## src/rtl/scan_crypt_pkg.sv

```systemverilog
// Shared types and sizing helpers for the scan encryption sequencing controller.
package scan_crypt_pkg;

    localparam int unsigned DEFAULT_DATA_W = 128;

    // Counter holds 0..DATA_W-1 with one spare bit of headroom.
    function automatic int unsigned cnt_w(input int unsigned data_w);
        return $clog2(data_w) + 1;
    endfunction

    typedef enum logic [2:0] {
        ST_IDLE,
        ST_SHIFT_IN,
        ST_START,
        ST_WAIT,
        ST_LOAD,
        ST_SHIFT_OUT
    } scan_crypt_state_t;

endpackage

```

## src/rtl/scan_bit_counter.sv

```systemverilog
// Scan bit counter shared by the capture and unload phases; wraps to 0 on the last bit of a block.
module scan_bit_counter
    import scan_crypt_pkg::*;
#(
    parameter int unsigned DATA_W = DEFAULT_DATA_W,
    parameter int unsigned CNT_W  = cnt_w(DATA_W)
) (
    input  logic clk,
    input  logic reset_n,
    input  logic inc,
    output logic last
);

    logic [CNT_W-1:0] cnt;

    assign last = (cnt == CNT_W'(DATA_W - 1));

    always_ff @(posedge clk or negedge reset_n) begin
        if (!reset_n) begin
            cnt <= '0;
        end else if (inc) begin
            cnt <= last ? '0 : cnt + 1'b1;
        end
    end

endmodule

```

## src/rtl/scan_crypt_ctrl.sv

```systemverilog
// Scan encryption path sequencer: capture, encrypt, unload.
// Define SCAN_CRYPT_TIMEOUT_EN to build the encryption watchdog that drives err.
module scan_crypt_ctrl
    import scan_crypt_pkg::*;
#(
    parameter int unsigned DATA_W      = DEFAULT_DATA_W,
    parameter int unsigned TIMEOUT_CYC = 64
) (
    input  logic clk,
    input  logic reset_n,
    input  logic scan_en,
    input  logic enc_done,
    output logic sipo_shift_en,
    output logic enc_start,
    output logic enc_en,
    output logic piso_load,
    output logic piso_shift_en,
    output logic busy,
    output logic frame_done,
    output logic err
);

    localparam int unsigned CNT_W = cnt_w(DATA_W);

    if (DATA_W < 1 || TIMEOUT_CYC < 1) begin : g_param_check
        $error("scan_crypt_ctrl: DATA_W and TIMEOUT_CYC must be at least 1");
    end

    scan_crypt_state_t state_q, state_d;
    logic              last_bit;
    logic              in_enc;
    logic              wd_expired;
    logic              frame_done_q;

    scan_bit_counter #(
        .DATA_W (DATA_W),
        .CNT_W  (CNT_W)
    ) u_bit_cnt (
        .clk     (clk),
        .reset_n (reset_n),
        .inc     (sipo_shift_en | piso_shift_en),
        .last    (last_bit)
    );

    assign in_enc = (state_q == ST_START) || (state_q == ST_WAIT);

`ifdef SCAN_CRYPT_TIMEOUT_EN
    localparam int unsigned WD_W = $clog2(TIMEOUT_CYC + 1);

    logic [WD_W-1:0] wd_cnt;
    logic            err_q;

    // Expiry on the TIMEOUT_CYC-th cycle of START+WAIT; a coincident enc_done still wins.
    assign wd_expired = in_enc && !enc_done && (wd_cnt == WD_W'(TIMEOUT_CYC - 1));
    assign err        = err_q;

    always_ff @(posedge clk or negedge reset_n) begin
        if (!reset_n) begin
            wd_cnt <= '0;
            err_q  <= 1'b0;
        end else begin
            wd_cnt <= in_enc ? wd_cnt + 1'b1 : '0;
            if (wd_expired) begin
                err_q <= 1'b1;
            end
        end
    end
`else
    assign wd_expired = 1'b0;
    assign err        = 1'b0;
`endif

    always_ff @(posedge clk or negedge reset_n) begin
        if (!reset_n) begin
            state_q      <= ST_IDLE;
            frame_done_q <= 1'b0;
        end else begin
            state_q      <= state_d;
            frame_done_q <= (state_q == ST_SHIFT_OUT) && scan_en && last_bit;
        end
    end

    always_comb begin
        state_d       = state_q;
        sipo_shift_en = 1'b0;
        piso_shift_en = 1'b0;
        enc_start     = 1'b0;
        enc_en        = 1'b0;
        piso_load     = 1'b0;
        busy          = 1'b0;
        case (state_q)
            // Counter sits at 0 in IDLE, so last_bit here only occurs for one-bit blocks.
            ST_IDLE: begin
                sipo_shift_en = scan_en;
                if (scan_en) begin
                    state_d = last_bit ? ST_START : ST_SHIFT_IN;
                end
            end
            ST_SHIFT_IN: begin
                sipo_shift_en = scan_en;
                if (scan_en && last_bit) begin
                    state_d = ST_START;
                end
            end
            ST_START, ST_WAIT: begin
                enc_start = (state_q == ST_START);
                enc_en    = 1'b1;
                busy      = 1'b1;
                if (enc_done) begin
                    state_d = ST_LOAD;
                end else if (wd_expired) begin
                    state_d = ST_IDLE;
                end else begin
                    state_d = ST_WAIT;
                end
            end
            ST_LOAD: begin
                piso_load = 1'b1;
                busy      = 1'b1;
                state_d   = ST_SHIFT_OUT;
            end
            ST_SHIFT_OUT: begin
                piso_shift_en = scan_en;
                if (scan_en && last_bit) begin
                    state_d = ST_IDLE;
                end
            end
            default: begin
                state_d = ST_IDLE;
            end
        endcase
    end

    assign frame_done = frame_done_q;

endmodule

```

## config.mk

```make
export PLATFORM = sky130hd
export DESIGN_NAME = scan_crypt_ctrl
export DESIGN_NICKNAME = d
export VERILOG_FILES = /design/src/rtl/scan_crypt_pkg.sv /design/src/rtl/scan_bit_counter.sv /design/src/rtl/scan_crypt_ctrl.sv
export SDC_FILE = /design/constraint.sdc
export NUM_CORES = 1
export LEC_CHECK = 0
export BUFFER_PORTS_ARGS = -buffer_cell sky130_fd_sc_hd__buf_2
export CAP_MARGIN = 5
export CORE_MARGIN = 3
export CORE_UTILIZATION = 40
export DETAILED_ROUTE_END_ITERATION = 10
export MAX_ROUTING_LAYER = met4
export PLACE_DENSITY = 0.72
export SLEW_MARGIN = 5
export SYNTH_ARGS = -nofsm -noshare
export SYNTH_HDL_FRONTEND = slang
export SYNTH_HIERARCHICAL = 1
export SYNTH_SLANG_ARGS = --single-unit
```

## constraint.sdc

```tcl
create_clock -name clk -period 3.4 [get_ports clk]
set_input_delay 1.02 -clock clk [delete_from_list [all_inputs] [get_ports clk]]
set_output_delay 1.02 -clock clk [all_outputs]
set_load 0.005 [all_outputs]
```

## After elaboration in Yosys (flattened, before gate mapping)

Index checks and enable logic that the tools add are counted.

- Bits of input ports: 4
- Output and inout port bits: 8
- Bits in registers: 12
- Logic and storage cells: 35
- ROM bits: 0
- RAM bits: 0
- Latch bits: 0
- Memories: 0

- Mux-type cells: 13
- Reductions and logical operators: 8
- Bitwise operators: 1
- Div/mod/pow operators: 0
- Add/subtract/negate cells: 1
- Magnitude comparators: 0
- Equal/unequal tests: 9
- $mul: 0
- Shift operators: 0

Operators with widths:

| kind | count |
|---|---|
| $pmux W3 S5 | 1 |
| $mux W3 | 4 |
| $add A8 B1 Y8 const B | 1 |
| $eq A8 B7 Y1 const B | 1 |
| $mux W8 | 1 |
| $eq A3 B2 Y1 const B | 2 |
| $eq A3 B3 Y1 const B | 2 |
| $mux W1 | 6 |
| $ne A2 B2 Y1 const B | 2 |
| $reduce_or A2 Y1 | 2 |
| $eq A3 B1 Y1 const B | 1 |
| $logic_and A1 B1 Y1 | 3 |
| $logic_not A3 Y1 | 1 |
| $reduce_and A3 Y1 | 1 |
| $reduce_or A3 Y1 | 1 |
| $mux W2 | 1 |
| $ne A2 B1 Y1 const B | 1 |
| $or A1 B1 Y1 | 1 |

## Depth between registers and ports, before layout

- Depth after elaboration: 4
- Mapped depth: 6
- Gate-level depth less buffers: 6

## Modules after synthesis

The synthesis kept the hierarchy.

Modules (own cells, without submodules):

| module | area an instance (µm²) | instances | seq. area each (µm²) | cells an instance |
|---|---|---|---|---|
| scan_bit_counter | 377.9 | 1 | 200.2 | 34 |
| scan_crypt_ctrl | 246.5 | 1 | 100.1 | 28 |

## Least setup slack after synthesis

Ideal clock, no wire load.

- Path kind: input port to output port
- Start point: in scan_en
- End point: out piso_shift_en
- Stages: 1
- Data arrival time: 1.181 ns
- Path buffers: 0
- Data required time: 2.380 ns
- Path slack: 1.199 ns
- Path through: and3_4

- Cells in the longest elaborated chain, start to end: 1

Ends and longest elaborated chain:

| what | RTL line | source |
|---|---|---|
| start: declaration | scan_crypt_ctrl.sv:11 | `input logic scan_en,` |
| $mux W1 | scan_crypt_ctrl.sv:91 | `case (state_q)` |
| end: declaration | scan_crypt_ctrl.sv:17 | `output logic piso_shift_en,` |

No other way between the ends.

## Worst setup path after layout

Same ends and word-level chain as after synthesis.

==> impl_metrics.json <==
{
  "run_status": "complete, no violations",
  "cts.htree.levels": 1,
  "power.share.sequential_pct": 54.7,
  "dpl.hpwl_um": 859,
  "synth_area_sq_um": 624,
  "rsz0062_at_grt": "false",
  "r2r_cells": 5,
  "crit_arrival_ps": 1430,
  "min_to": "u_bit_cnt/cnt[6]$_DFFE_PN0P_",
  "finalCritPeriodShare_pct": 72.2,
  "final_hold_viol_count": 0,
  "cell_internal_pwr_uw": 275,
  "num_vias": 467,
  "max_cap_viol_count": 0,
  "fp.dieArea_sq_um": 2070,
  "overflow": 0,
  "cts_sinks": 12,
  "p_leak_nw": 0.355,
  "synth_cells": 62,
  "drt-pass1-iter-count": 4,
  "ys_ff_latch": 12,
  "drive_gt1_share_pct": 29.3,
  "crit_path_max_fanout": 5,
  "area_delta_synth_final_pct": 15.6,
  "layout.nets": 81,
  "cp_top_family": "buffers and inverters",
  "diodes": 0,
  "fin_tns_setup_ps": 0,
  "power_frac_clock_pct": 28.8,
  "portBuffers": 10,
  "crit_top_cell": "buf_2",
  "cts_tree": "done",
  "numCtsBuffers": 3,
  "regArea_sq_um": 300,
  "gp_congestion": 0.738,
  "crit_start": "scan_en",
  "drc_errors": 0,
  "pin_count": 12,
  "crit_path_end_kind": "output pin",
  "rr_startpoint": "state_q[1]$_DFFE_PN0P_",
  "ant_nets": 0,
  "holdPathStages": 1,
  "utilization_pct": 52.2,
  "multi_input_area_sq_um": 309,
  "synth-seq-area-share_pct": 48.1,
  "crit_required_ps": 2380,
  "row_count": 13,
  "die_x_um": 45.5,
  "rr_endpoint": "u_bit_cnt/cnt[5]$_DFFE_PN0P_",
  "synthArstFlopShare_pct": 100,
  "syn_area_per_cell_sq_um": 10.1,
  "grt_pass1_wl_um": 1900,
  "ir_worst_vdd_mv": 0.289,
  "synth_cell_types": 30,
  "clockRootBuffer": "clkbuf_4",
  "final_cell_area_sq_um": 722,
  "track_usage_pct": 13.5,
  "fp.dieH_um": 45.5,
  "synth_edf_count": 0,
  "synth-main-ff-cell": "dfrtp_1",
  "crit_slowest_cell": "and3_4",
  "reg2reg_slack_ps": 1620,
  "path_buf_inv": 2,
  "p_comb_share_pct": 16.5,
  "clk_pin_slew_ps": 70,
  "clkLatencyLatePin_ps": 270,
  "antenna_found_initial": 0,
  "hold_path.class": "flop to flop",
  "start_util_pct": 45.2,
  "crit_path_start_kind": "primary input",
  "swShare_pct": 29.1,
  "cts_buffer_depth": 2,
  "grt_max_degree": 13,
  "grt_pass1_vias": 445,
  "slew_viol_final": 0,
  "core-area_sq_um": 1380,
  "max_clock_freq_ghz": 0.408,
  "cpPeakStageDelay_ps": 180,
  "post-cts-setup-buffers": 0,
  "yosysWarnings": 6,
  "drt_iter0_drc": 11,
  "vias_per_cell": 5.19,
  "min_from": "u_bit_cnt/cnt[6]$_DFFE_PN0P_",
  "placed_area_sq_um": 686,
  "syn-num-nets": 67,
  "wirelength_um": 1080,
  "final-setup-viol-count": 0,
  "path_cells": "buf_2, and3_4, buf_2",
  "nFillCells": 136,
  "power_density_nw_per_um2": 537,
  "cts_hold_buffers": 0,
  "fin_crit_ps": 2450,
  "wl_per_cell_um": 11.9,
  "p_switching_uw": 113,
  "cts_resized": 0,
  "path_class": "primary input to output pin",
  "finalClockSkew_ps": 3.86
}
## metrics by stage
stage / total power, mW / setup WS, ps / hold slack [ps] / cells
floorplan: 0.260 / 1200 / 464 / 62
global placement: 0.276 / 953 / 483 / 86
detailed placement: 0.281 / 944 / 489 / 86
CTS: 0.395 / 944 / 499 / 90
global route: 0.414 / 885 / 537 / 90
finish: 0.388 / 947 / 491 / 90
## cell type report
cell class                 count  share of cell area, %
clock buffer                   4                   5.03
multi-input combinational     47                   42.8
sequential                    12                   41.6
inverter                       2                   1.04
timing repair buffer          10                   6.93
tap                           15                   2.60
## logic make-up after synthesis
kind of cell    after synthesis  share of synthesized area, %
simple gates                 30                          28.5
flops                        12                          48.1
compound gates                8                          7.61
xor+xnor                      4                          5.61
mux                           3                          5.21
buf+inv                       3                          2.40
fa+ha+maj                     1                          2.00
other cells                   1                         0.601
## registers in the layout, indices dropped and copies added (netlist names)
| signal | cells |
|---|---|
| state_q | 3 |
| frame_done | 1 |
| u_bit_cnt/cnt | 8 |
## per-layer routing
| layer | vias up | GRT usage (%) | part of all wire (%) |
|---|---|---|---|
| met3 | 3 | 4.74 | 4.7 |
| met2 | 12 | 20.3 | 48 |
| li1 | 237 | - | - |
| met5 | - | - | 0 |
| met4 | 0 | 5.26 | 1.8 |
| met1 | 215 | 16.4 | 45 |
## synthesized netlist by cell type, drive strengths merged (2+ instances only)
| library cell | number | area share (%) |
|---|---|---|
| nor2 | 6 | 3.6 |
| nand2 | 7 | 4.2 |
| nor2b | 2 | 2.4 |
| and3 | 2 | 2.8 |
| nand2b | 4 | 4.4 |
| mux2 | 2 | 3.6 |
| dfrtp | 12 | 48 |
| inv | 2 | 1.2 |
| nand4 | 3 | 5.0 |
| xnor2 | 3 | 4.2 |
| o21ai | 5 | 4.0 |
## power by group through the flow
| stage | registers, mW | logic (mW) | clock network (mW) |
|---|---|---|---|
| 2_1_floorplan | 0.208 | 0.0518 | 0 |
| 3_3_place_gp | 0.215 | 0.0614 | 0 |
| 3_5_place_dp | 0.216 | 0.0649 | 0 |
| 4_1_cts | 0.213 | 0.0657 | 0.117 |
| 5_1_grt | 0.220 | 0.0745 | 0.119 |
| 6_report | 0.212 | 0.0641 | 0.112 |
## layout by cell type, fill, tap and decap left out, types with 2 or more instances in the layout
cell / netlist / final
xnor2_1: 3 / 3
dfrtp_1: 12 / 12
nand4_2: 2 / 2
nand2b_1: 3 / 3
mux2_2: 2 / 2
buf_2: 0 / 10
nand2_1: 7 / 7
nor2_1: 6 / 6
o21ai_0: 5 / 5
clkbuf_4: 0 / 3
## how the worst max path moves through the flow
stage	endpoint	cells after the start	slack, ps
detailed placement	piso_shift_en	3	940
CTS	piso_shift_en	3	940
global placement	piso_shift_en	3	950
floorplan	piso_shift_en	1	1200
global route	sipo_shift_en	4	880
finish	piso_shift_en	3	950
No activity file was read; power rests on OpenSTA's default activity.
